**config.mk**
```make
export PLATFORM = sky130hd
export DESIGN_NAME = pattern_scan_scheduler
export DESIGN_NICKNAME = d
export VERILOG_FILES = /design/src/rtl/pattern_scan_scheduler.sv
export SDC_FILE = /design/constraint.sdc
export NUM_CORES = 1
export LEC_CHECK = 0
export CORE_UTILIZATION = 30
export CTS_CLUSTER_SIZE = 28
export DETAILED_ROUTE_END_ITERATION = 8
export PLACE_DENSITY = 0.54
export SYNTH_ARGS = -nofsm -noshare
export SYNTH_HDL_FRONTEND = slang
export SYNTH_SLANG_ARGS = --single-unit
```
**constraint.sdc**
```tcl
create_clock -name CLK -period 2.33 [get_ports CLK]
set_input_delay 0.466 -clock CLK [delete_from_list [all_inputs] [get_ports CLK]]
set_output_delay 0.466 -clock CLK [all_outputs]
set_load 0.03 [all_outputs]
```
**src/rtl/pattern_scan_scheduler.sv**
```systemverilog
// Round-robin front end that time-shares one serial "1 then 0" detector among N_REQ requesters.
// Each granted frame is shifted MSB first into the detector, and the rising edges of its output are counted.
module pattern_scan_scheduler #(
    parameter int N_REQ   = 4,
    parameter int ID_W    = 2,
    parameter int FRAME_W = 8,
    parameter int CNT_W   = 4
) (
    input  logic                       CLK,
    input  logic                       RST,
    input  logic [N_REQ-1:0]           req,
    input  logic [N_REQ*FRAME_W-1:0]   frame_data,
    output logic [N_REQ-1:0]           gnt,
    output logic                       det_clr,
    output logic                       det_in,
    input  logic                       det_out,
    output logic                       done,
    output logic [CNT_W-1:0]           result_cnt,
    output logic [ID_W-1:0]            result_id
);

    localparam int                BI_W    = $clog2(FRAME_W);
    localparam logic [BI_W-1:0]   BI_TOP  = BI_W'(FRAME_W - 1);
    localparam logic [CNT_W-1:0]  CNT_MAX = {CNT_W{1'b1}};
    localparam logic [ID_W-1:0]   RR_INIT = ID_W'(N_REQ - 1);

    typedef enum logic [2:0] {
        S_IDLE  = 3'd0,
        S_CLEAR = 3'd1,
        S_SHIFT = 3'd2,
        S_DRAIN = 3'd3,
        S_DONE  = 3'd4
    } state_t;

    state_t              r_state;
    state_t              w_state_nxt;
    logic [ID_W-1:0]     r_rr;
    logic [ID_W-1:0]     r_id;
    logic [ID_W-1:0]     r_result_id;
    logic [FRAME_W-1:0]  r_frame;
    logic [BI_W-1:0]     r_bit_idx;
    logic [CNT_W-1:0]    r_cnt;
    logic [CNT_W-1:0]    r_result_cnt;
    logic                r_prev;
    logic                w_found;
    logic [ID_W-1:0]     w_sel;
    logic [N_REQ-1:0]    w_gnt;
    logic                w_rise;
    logic [CNT_W-1:0]    w_cnt_nxt;

    // Round-robin search: first set request strictly after the last winner, wrapping.
    always_comb begin
        w_found = 1'b0;
        w_sel   = {ID_W{1'b0}};
        for (int k = 1; k <= N_REQ; k++) begin
            if (!w_found && req[(int'(r_rr) + k) % N_REQ]) begin
                w_found = 1'b1;
                w_sel   = ID_W'((int'(r_rr) + k) % N_REQ);
            end else begin
                w_found = w_found;
            end
        end
    end

    // Grant is issued in the same IDLE cycle in which the frame is captured.
    always_comb begin
        w_gnt = {N_REQ{1'b0}};
        if ((r_state == S_IDLE) && w_found) begin
            w_gnt = N_REQ'(1) << w_sel;
        end else begin
            w_gnt = {N_REQ{1'b0}};
        end
    end

    // Detector output edge counter, saturating at all-ones.
    always_comb begin
        w_rise    = det_out & ~r_prev;
        w_cnt_nxt = r_cnt;
        if (w_rise && (r_cnt != CNT_MAX)) begin
            w_cnt_nxt = r_cnt + CNT_W'(1);
        end else begin
            w_cnt_nxt = r_cnt;
        end
    end

    // Next-state decode of the scan sequence.
    always_comb begin
        w_state_nxt = r_state;
        case (r_state)
            S_IDLE: begin
                if (w_found) begin
                    w_state_nxt = S_CLEAR;
                end else begin
                    w_state_nxt = S_IDLE;
                end
            end
            S_CLEAR: w_state_nxt = S_SHIFT;
            S_SHIFT: begin
                if (r_bit_idx == {BI_W{1'b0}}) begin
                    w_state_nxt = S_DRAIN;
                end else begin
                    w_state_nxt = S_SHIFT;
                end
            end
            S_DRAIN: w_state_nxt = S_DONE;
            S_DONE:  w_state_nxt = S_IDLE;
            default: w_state_nxt = S_IDLE;
        endcase
    end

    // State register.
    always_ff @(posedge CLK or posedge RST) begin
        if (RST) begin
            r_state <= S_IDLE;
        end else begin
            r_state <= w_state_nxt;
        end
    end

    // Datapath: frame capture, shift index, edge count and the held result.
    always_ff @(posedge CLK or posedge RST) begin
        if (RST) begin
            r_rr         <= RR_INIT;
            r_id         <= {ID_W{1'b0}};
            r_frame      <= {FRAME_W{1'b0}};
            r_bit_idx    <= {BI_W{1'b0}};
            r_cnt        <= {CNT_W{1'b0}};
            r_prev       <= 1'b0;
            r_result_cnt <= {CNT_W{1'b0}};
            r_result_id  <= {ID_W{1'b0}};
        end else begin
            case (r_state)
                S_IDLE: begin
                    if (w_found) begin
                        r_frame <= frame_data[int'(w_sel) * FRAME_W +: FRAME_W];
                        r_id    <= w_sel;
                        r_rr    <= w_sel;
                    end
                end
                S_CLEAR: begin
                    r_bit_idx <= BI_TOP;
                    r_cnt     <= {CNT_W{1'b0}};
                    r_prev    <= 1'b0;
                end
                S_SHIFT: begin
                    r_cnt     <= w_cnt_nxt;
                    r_prev    <= det_out;
                    r_bit_idx <= r_bit_idx - BI_W'(1);
                end
                S_DRAIN: begin
                    // The last shifted bit only shows on det_out now, so fold this sample into the result.
                    r_cnt        <= w_cnt_nxt;
                    r_prev       <= det_out;
                    r_result_cnt <= w_cnt_nxt;
                    r_result_id  <= r_id;
                end
                S_DONE: begin
                    r_prev <= r_prev;
                end
                default: begin
                    r_prev <= 1'b0;
                end
            endcase
        end
    end

    assign gnt        = w_gnt;
    assign det_clr    = RST | (r_state == S_CLEAR);
    assign det_in     = (r_state == S_SHIFT) ? r_frame[r_bit_idx] : 1'b0;
    assign done       = (r_state == S_DONE);
    assign result_cnt = r_result_cnt;
    assign result_id  = r_result_id;

endmodule
```
## Yosys cells after proc, flatten, opt, wreduce, memory -nomap -nowiden

Index checks and enable logic that the tools add are counted.

- Word-level logic and storage cells: 84
- Bits in registers: 29
- Input port bits: 39
- Output and inout port bits: 13

- Mux-type cells: 31
- Equality and inequality tests: 5
- Magnitude comparators: 5
- Bitwise logic cells: 7
- Add/sub/neg operators: 6
- Reduce and logical (&&, ||, !) cells: 19
- Shifts and indexed selects: 2

Operator list:

| cell | number |
|---|---|
| $shiftx 32x6->8 | 1 |
| $lt 3x4->1 const B | 5 |
| $mux 1 | 16 |
| $pmux 3 s4 | 1 |
| $reduce_or 2->1 | 6 |
| $bmux 1 s2 | 4 |
| $mux 2 | 4 |
| $mux 4 | 2 |
| $pmux 4 s2 | 1 |
| $eq 3x2->1 const B | 2 |
| $logic_not 3->1 | 2 |
| $pmux 3 s2 | 1 |
| $logic_and 1x1->1 | 5 |
| $add 2x1->2 const B | 2 |
| $add 2x2->2 const B | 2 |
| $add 4x1->4 const B | 1 |
| $and 1x1->1 const A | 4 |
| $ne 4x4->1 const B | 1 |
| $reduce_bool 2->1 | 2 |
| $shl 1x2->4 const A | 1 |
| $bmux 1 s3 | 1 |
| $eq 3x1->1 const B | 1 |
| $eq 3x3->1 const B | 1 |
| $logic_not 1->1 | 3 |
| other kinds (6) | 6 |

## Logic depth before layout (Yosys ltp)

Gate-level depths: netlist of run 1.

- Word-level depth: 18
- Gate-level depth with buffers: 7
- Mapped depth without buffers: 6

## Worst setup path before layout of run 1

Ideal clock, no wire load.

- Path kind: input -> output
- Start: in req[1]
- End: out gnt[3]
- Path slack: -0.088 ns
- Path buffers: 2
- Required time: 1.864 ns
- Stages on the path: 6
- Arrival time: 1.952 ns
- Cells stage by stage: nor2b_1 a21oi_1 o221a_4 buf_6 buf_4 nor3_1

- Longest elaborated chain between the ends: 15
- Elaborated cells on any way between the ends: 29
- Those cells by class: shift: 1; mux: 21; reduce/logical: 7

RTL lines:

| element | RTL line | RTL |
|---|---|---|
| start: declaration | 11 | `input logic [N_REQ-1:0] req,` |
| $bmux 1 s2 | 56 | `if (!w_found && req[(int'(r_rr) + k) % N_REQ]) begin` |
| $mux 1 (implied by the code) (2 in a row) | 56 |  |
| $mux 1 | 56 |  |
| $logic_not 1->1 | 56 |  |
| $logic_and 1x1->1 | 56 |  |
| $mux 1 | 56 |  |
| $logic_not 1->1 | 56 |  |
| $logic_and 1x1->1 | 56 |  |
| $mux 1 | 56 |  |
| $logic_not 1->1 | 56 |  |
| $logic_and 1x1->1 | 56 |  |
| $mux 2 or $mux 1 (tied branches) | 56 |  |
| $shl 1x2->4 or $logic_and 1x1->1 (tied branches) | 69, 68 |  |
| $mux 4 (*) | 68 | `if ((r_state == S_IDLE) && w_found) begin` |
| end: declaration | 13 | `output logic [N_REQ-1:0] gnt,` |

Mark *: on every way between the ends. The rest lies on a longest branch, timed or not. The select of a mux whose other input is x is not followed.

## Worst setup path in the final report of run 1

- Start: reg r_rr[1]
- End: out gnt[2]

- Longest elaborated chain between the ends: 16
- Elaborated cells on any way between the ends: 33
- Those cells by class: add/sub: 4; shift: 1; mux: 21; reduce/logical: 7

RTL lines:

| element | RTL line | RTL |
|---|---|---|
| start: declaration | 37 | `logic [ID_W-1:0] r_rr;` |
| start signal: assignment | 137 | `r_rr <= w_sel;` |
| $add 2x1->2 | 56, 58 |  |
| $bmux 1 s2 | 56 |  |
| $mux 1 (implied by the code) (2 in a row) | 56 |  |
| $mux 1 | 56 |  |
| $logic_not 1->1 | 56 |  |
| $logic_and 1x1->1 | 56 |  |
| $mux 1 | 56 |  |
| $logic_not 1->1 | 56 |  |
| $logic_and 1x1->1 | 56 |  |
| $mux 1 | 56 |  |
| $logic_not 1->1 | 56 |  |
| $logic_and 1x1->1 | 56 |  |
| $mux 2 or $mux 1 (tied branches) | 56 |  |
| $shl 1x2->4 or $logic_and 1x1->1 (tied branches) | 69, 68 |  |
| $mux 4 (*) | 68 |  |

Marked as above.

==> results.ini, run 1 <==
[run_status]
run_status = finished, final reports clean

[final_layout]
n_antenna_cell = 0
area_growth_pct = 51.8
drive_above_1_share_pct = 28.5
nets = 291

[critical_path]
worst-setup-path-type = flip-flop to output port
critPathBufInv = 2
required_ns = 1.86
critPathTopFamily = flip-flops
path_depth = 6
cp_max_fo = 6
path_cells = and2b_2 > o31ai_4 > buf_6 > nor2_4 > and2_4 > buf_6
worstPathArrival_ns = 1.81
start_kind = flip-flop
cpMaxStageDelayCell = dfstp_2
critPathMostFrequentCell = buf_6
critical_path.max_stage_delay_ns = 0.58
cp-end-kind = output port
rr_worst_depth = 6

[logic_synthesis]
ys.flop_type = dfrtp_1
synth_nets = 215
netlist_area_mm2 = 0.00176
ys_warn_count = 0
synth-seq-area-share_pct = 41.3
synth_top_area_share_pct = 38.3
synth_edf_count = 0
syn_area_per_cell_um2 = 10.2
ys_seq_elements = 29
synth_area_leaders = dfrtp_1, mux2i_1, nand3_1, a221o_1, mux2_2
synthDistinctLibCells = 43
synthCells = 173
synth_top_cell_by_area = dfrtp_1
async_flop_share_pct = 100

[power_and_ir_drop]
finalPower_mw = 3.28
irDropWorstVdd_uv = 681
powerDensity_mw_per_mm2 = 1220
p_leak_nw = 1.19

[floorplanning]
die_w_um = 78.7
initial_core_util_pct = 31.6
die_h_um = 78.7
die-area_mm2 = 0.00619
io_pins = 52
num_rows = 27
core_mm2 = 0.00557

[clock_network]
cts_buffers = 5
worstSkewPairLatency_ns = 0.27
clk_pin_slew_ns = 0.06
clockBufferDepth = 2
htree_levels = 2
root_buffer = clkbuf_8
cts_tree = built
cts_sinks = 29

[sta]
relSlewSlack_pct = 72.3
setup_violations = 0
drv_slew = 0
tightest_slew_ns = 0.413
period_needed_ns = 2.28
hold_viol = 0
clock.fmax_mhz = 439
fin_worst_skew_ns = 0.00476
fin_crit_sh_pct = 97.8
tns_ns = 0

[detailed_routing]
antenna_left = 0
drt_iter0_markers = 45
num_vias = 1556
routed_wirelength_mm = 4.43
vias_per_cell = 4.85
routedWlPerCell_um = 13.8
drc_errors = 0
dr.pass1.iters = 3

[global_routing]
grt_max_degree = 30
globalRouteTotalUtil_pct = 15.8
grt_pass1_wl_mm = 7.49
grt_pass1_vias = 1609
grt_remaining_overflow = 0
antenna_found_initial = 0

[min_path]
worstHoldPathCells = 2
min_path_type = flip-flop to flip-flop

[placement]
dpl.hpwl_mm = 3.40
routabilityCongestion = 0.791
port_buffers = 51

[flow_run]
maxCapViolCount = 0

## cell families (layout without fill, tap and decap cells)
group	Yosys count	in the layout	share of synthesized area, %
AOI/OAI and AO/OA	36	36	15.7
xor gates and xnor gates	3	3	1.49
adders and majority gates	3	3	2.13
buffers and inverters	17	93	4.40
DFF	29	29	41.3
muxes	24	24	17.0
and+or+nand+nor	61	61	18.1
## synthesized netlist by cell type, types with 2 or more instances
cell	n
a221o_1	8
a21oi_1	6
nand2b_1	4
nor3_1	3
dfrtp_1	27
and3_1	2
a22o_1	4
a22oi_1	2
mux2_4	5
and2_1	3
nor2b_1	2
nand2_1	12
mux2i_1	10
inv_1	6
clkbuf_1	7
mux4_2	2
mux2_2	7
nand3_1	18
xor2_1	2
dfstp_2	2
or2_2	2
a31oi_1	2
o21a_1	2
buf_2	2
nor2_1	8
ha_1	3
o21ai_0	6
## power by group
part / internal [mW] / switching [mW] / total [mW] / leakage, nW
logic: 1.03 / 0.894 / 1.92 / 0.797
clock network: 0.234 / 0.174 / 0.407 / 0.0443
registers: 0.739 / 0.206 / 0.946 / 0.351
## worst register-to-register path, cell delays in order, from the launching register on
cell and delay, ns:
dfstp_2 0.58, buf_4 0.14, mux2i_2 0.22, o221a_4 0.27, buf_4 0.19, mux2_2 0.35
a221o_1 0.31
## cells in the final DEF (no fill, tap or decap), types with 2 or more instances in the layout
cell type	count
clkdlybuf4s50_1	41
buf_4	29
dfrtp_1	26
nand3_1	18
nand2_1	12
mux2i_1	9
nor2_1	8
a221o_1	8
mux2_2	7
inv_1	6
o21ai_0	6
clkbuf_8	6
a21oi_1	5
mux2_4	5
a22o_1	4
nand2b_1	4
dlygate4sd2_1	4
buf_6	4
ha_1	3
and3_1	2
a31oi_1	2
xor2_1	2
nor3_1	2
or2_2	2
a22oi_1	2
and2_1	2
mux4_2	2
o21a_1	2
dfstp_2	2
## path summary, 6_finish.rpt
path	slack [ns]	endpoint	startpoint
max	0.05	gnt[2]	r_rr[1]
min	0.48	result_cnt[0]	result_cnt[0]
max reg2reg	0.15	r_frame[5]	r_rr[1]
min reg2reg	0.48	result_cnt[0]	result_cnt[0]
max in group asynchronous	1.44	r_rr[0]	RST
min in group asynchronous	0.58	result_cnt[1]	RST
## area by class of cell
cell class                      count  area (um^2)
Clock buffer                        7         86.3
Multi-Input combinational cell    127         1020
Sequential cell                    29          729
Tap cell                           72         90.1
Timing Repair Buffer               80          731
Inverter                            6         22.5
Fill cell                         555         2900
## state kept, by name (all words and copies together), names as in the netlist
name        count
r_frame         8
r_state         3
result_id       2
result_cnt      4
r_id            2
r_bit_idx       3
r_cnt           4
r_rr            2
r_prev          1
## stage by stage
step           worst slack (ns)  std cells  utilization [%]  instance area, um^2  hold WS (ns)
2_1_floorplan            0.0279        173                -                 1770         0.460
3_3_place_gp             -0.153        306             44.4                 2480         0.465
3_5_place_dp             -0.164        306             44.4                 2480         0.471
4_1_cts               0.0000968        316             47.0                 2620         0.485
5_1_grt                 -0.0103        321             48.0                 2680         0.521
6_report                 0.0515        321             48.0                 2680         0.477
## metal layers
| layer | vias up | GRT usage, % | routed length [um] |
|---|---|---|---|
| li1 | 786 | - | - |
| met1 | 713 | 18.7 | 1940 |
| met2 | 49 | 26.5 | 2160 |
| met3 | 8 | 4.65 | 235 |
| met4 | 0 | 6.30 | 89 |
| met5 | - | 0 | 0 |
## repair_timing
item / CTS / global route
gates resized for setup: 14 / 7
pin swaps: 3 / 3
setup buffers: 3 / 5
hold buffers: 0 / 0
endpoints found under the setup margin: 5 / 4
No activity file was read; power rests on OpenSTA's default activity.
==> inputs of run 2 (changes only) <==
--- a/config.mk
+++ b/config.mk
@@ -5,6 +5,7 @@
 export SDC_FILE = /design/constraint.sdc
 export NUM_CORES = 1
 export LEC_CHECK = 0
+export CORE_ASPECT_RATIO = 0.75
 export CORE_UTILIZATION = 30
 export CTS_CLUSTER_SIZE = 28
 export DETAILED_ROUTE_END_ITERATION = 8
==> run 2 against run 1 <==
Net effect:
- design area decreased by 2.0%
- clock power is 4.9% higher
- global-route usage is 0.43 points lower
- via count down 1.2%
- cell count down 0.93%
- first-iteration DRC count grew 38%
- die area about the same
- fmax rose by 0.37%
- sequential cell count unchanged
- register-to-register slack gained 0.18 ns
- worst hold slack hardly changed
- critical endpoint unchanged
- largest power group unchanged
- highest routed layer unchanged
==> results.ini, run 2 (synthesized netlist as in run 1, its figures left out) <==
[min_path]
worstHoldPathCells = 2
min_path_type = flip-flop to flip-flop
hp-start = result_cnt[0]

[clock_network]
cts_sinks = 29
root_buffer = clkbuf_8
htree_levels = 2
cts_buffers = 5
clk_pin_slew_ns = 0.07
cts_hold_buffers = 0
worstSkewPairLatency_ns = 0.29
clockBufferDepth = 2
cts_tree = built

[critical_path]
rr_worst_depth = 5
path_depth = 6
start_kind = flip-flop
path_cells = and2b_2 > o31ai_4 > buf_4 > nor2_4 > and2_1 > buf_6
worstPathArrival_ns = 1.80
startpoint = r_rr[1]
critPathTopFamily = flip-flops
required_ns = 1.86
critPathBufInv = 2
worst-setup-path-type = flip-flop to output port
r2r_setup_slack_ns = 0.33
cpMaxStageDelayCell = dfstp_2
cp-end-kind = output port
r2r-start = r_rr[1]
cp_max_fo = 7
critical_path.max_stage_delay_ns = 0.59

[run_status]
run_status = finished, final reports clean

[floorplanning]
initial_core_util_pct = 32.1
core_mm2 = 0.00550
num_rows = 23
die_h_um = 68.4
die-area_mm2 = 0.00619
die_w_um = 90.6
io_pins = 52

[sta]
setup_violations = 0
clock.fmax_mhz = 440
tightest_slew_ns = 0.356
fin_worst_skew_ns = 0.0106
drv_slew = 0
fin_crit_sh_pct = 97.4
hold_viol = 0
worst_slack_ns = 0.0598
grt_setup_unrepaired = true
relSlewSlack_pct = 76.1
period_needed_ns = 2.27

[detailed_routing]
antenna_left = 0
vias_per_cell = 4.83
dr.pass1.iters = 4
num_vias = 1537
routedWlPerCell_um = 13.1
routed_wirelength_mm = 4.16
drc_errors = 0
drt_iter0_markers = 62

[placement]
dpl.hpwl_mm = 3.23
port_buffers = 51
routabilityCongestion = 0.757
dp.cells = 310
pre_cts_slack_ns = -0.132

[final_layout]
nets = 284
n_antenna_cell = 0
top_register = r_frame
mostFrequentLayoutCell = clkdlybuf4s50_1
drive_above_1_share_pct = 26.3
largest_reg_flops = 8
finalNonFillerCells = 318
area_growth_pct = 48.8
mostFrequentLayoutCells = clkdlybuf4s50_1, dfrtp_1, buf_4

[global_routing]
grt_remaining_overflow = 0
grt_pass1_wl_mm = 7.33
grt_max_degree = 30
globalRouteTotalUtil_pct = 15.3
grt_pass1_vias = 1586
antenna_found_initial = 0

[power_and_ir_drop]
irDropWorstVdd_uv = 302
p_leak_nw = 1.15
powerDensity_mw_per_mm2 = 1220

[flow_run]
maxCapViolCount = 0

-- run 2: path summary, 6_finish.rpt --
| path | endpoint |
|---|---|
| setup / recovery | gnt[2] |
| hold / removal | result_cnt[0] |
| max in group asynchronous | r_rr[0] |
| hold reg to reg | result_cnt[0] |
| min in group asynchronous | result_cnt[3] |
| setup reg to reg | r_frame[5] |
-- run 2: repair_timing --
action,4_1_cts,5_1_grt
setup buffers,0,0
pin swaps,3,3
resized for setup,12,9
setup endpoints to repair,5,4
hold endpoints to repair,0,0
-- run 2: tightest hold or removal path: stages, from the launching register on --
cell	delay (ns)
dfrtp_1	0.34
nand2_1	0.04
o21ai_0	0.06
-- run 2: area by class of cell --
type / count / area, um^2
fill: 524 / 2870
multi-input combinational: 127 / 1010
sequential: 29 / 729
timing repair buffer: 73 / 678
tap: 75 / 93.8
inverter: 6 / 22.5
clock buffer: 8 / 90.1
-- run 2: per-layer routing --
metal / global-route usage (%) / vias up / part of all wire (%)
met2: 24.5 / 44 / 44
met3: 3.67 / 6 / 4.4
li1: - / 776 / -
met1: 20.2 / 711 / 50
met4: 6.05 / 0 / 1.1
met5: 0 / - / 0
-- run 2: where the power goes --
part / switching (mW) / total [mW] / internal (mW)
combinational: 0.881 / 1.84 / 0.954
sequential: 0.189 / 0.929 / 0.739
clock: 0.187 / 0.427 / 0.240
total: 1.26 / 3.19 / 1.93
-- run 2: per-stage QoR --
stage | hold slack (ns) | total power, mW | utilization [%] | instance area (um^2) | TNS (ns)
after floorplan | 0.460 | 2.09 | - | 1770 | 0
after global placement | 0.462 | 2.73 | 45.5 | 2500 | -0.830
after detailed placement | 0.469 | 2.75 | 45.5 | 2500 | -1.10
after CTS | 0.484 | 3.21 | 47.4 | 2610 | 0
after global routing | 0.516 | 3.47 | 47.8 | 2630 | -0.0268
final | 0.477 | 3.19 | 47.8 | 2630 | 0
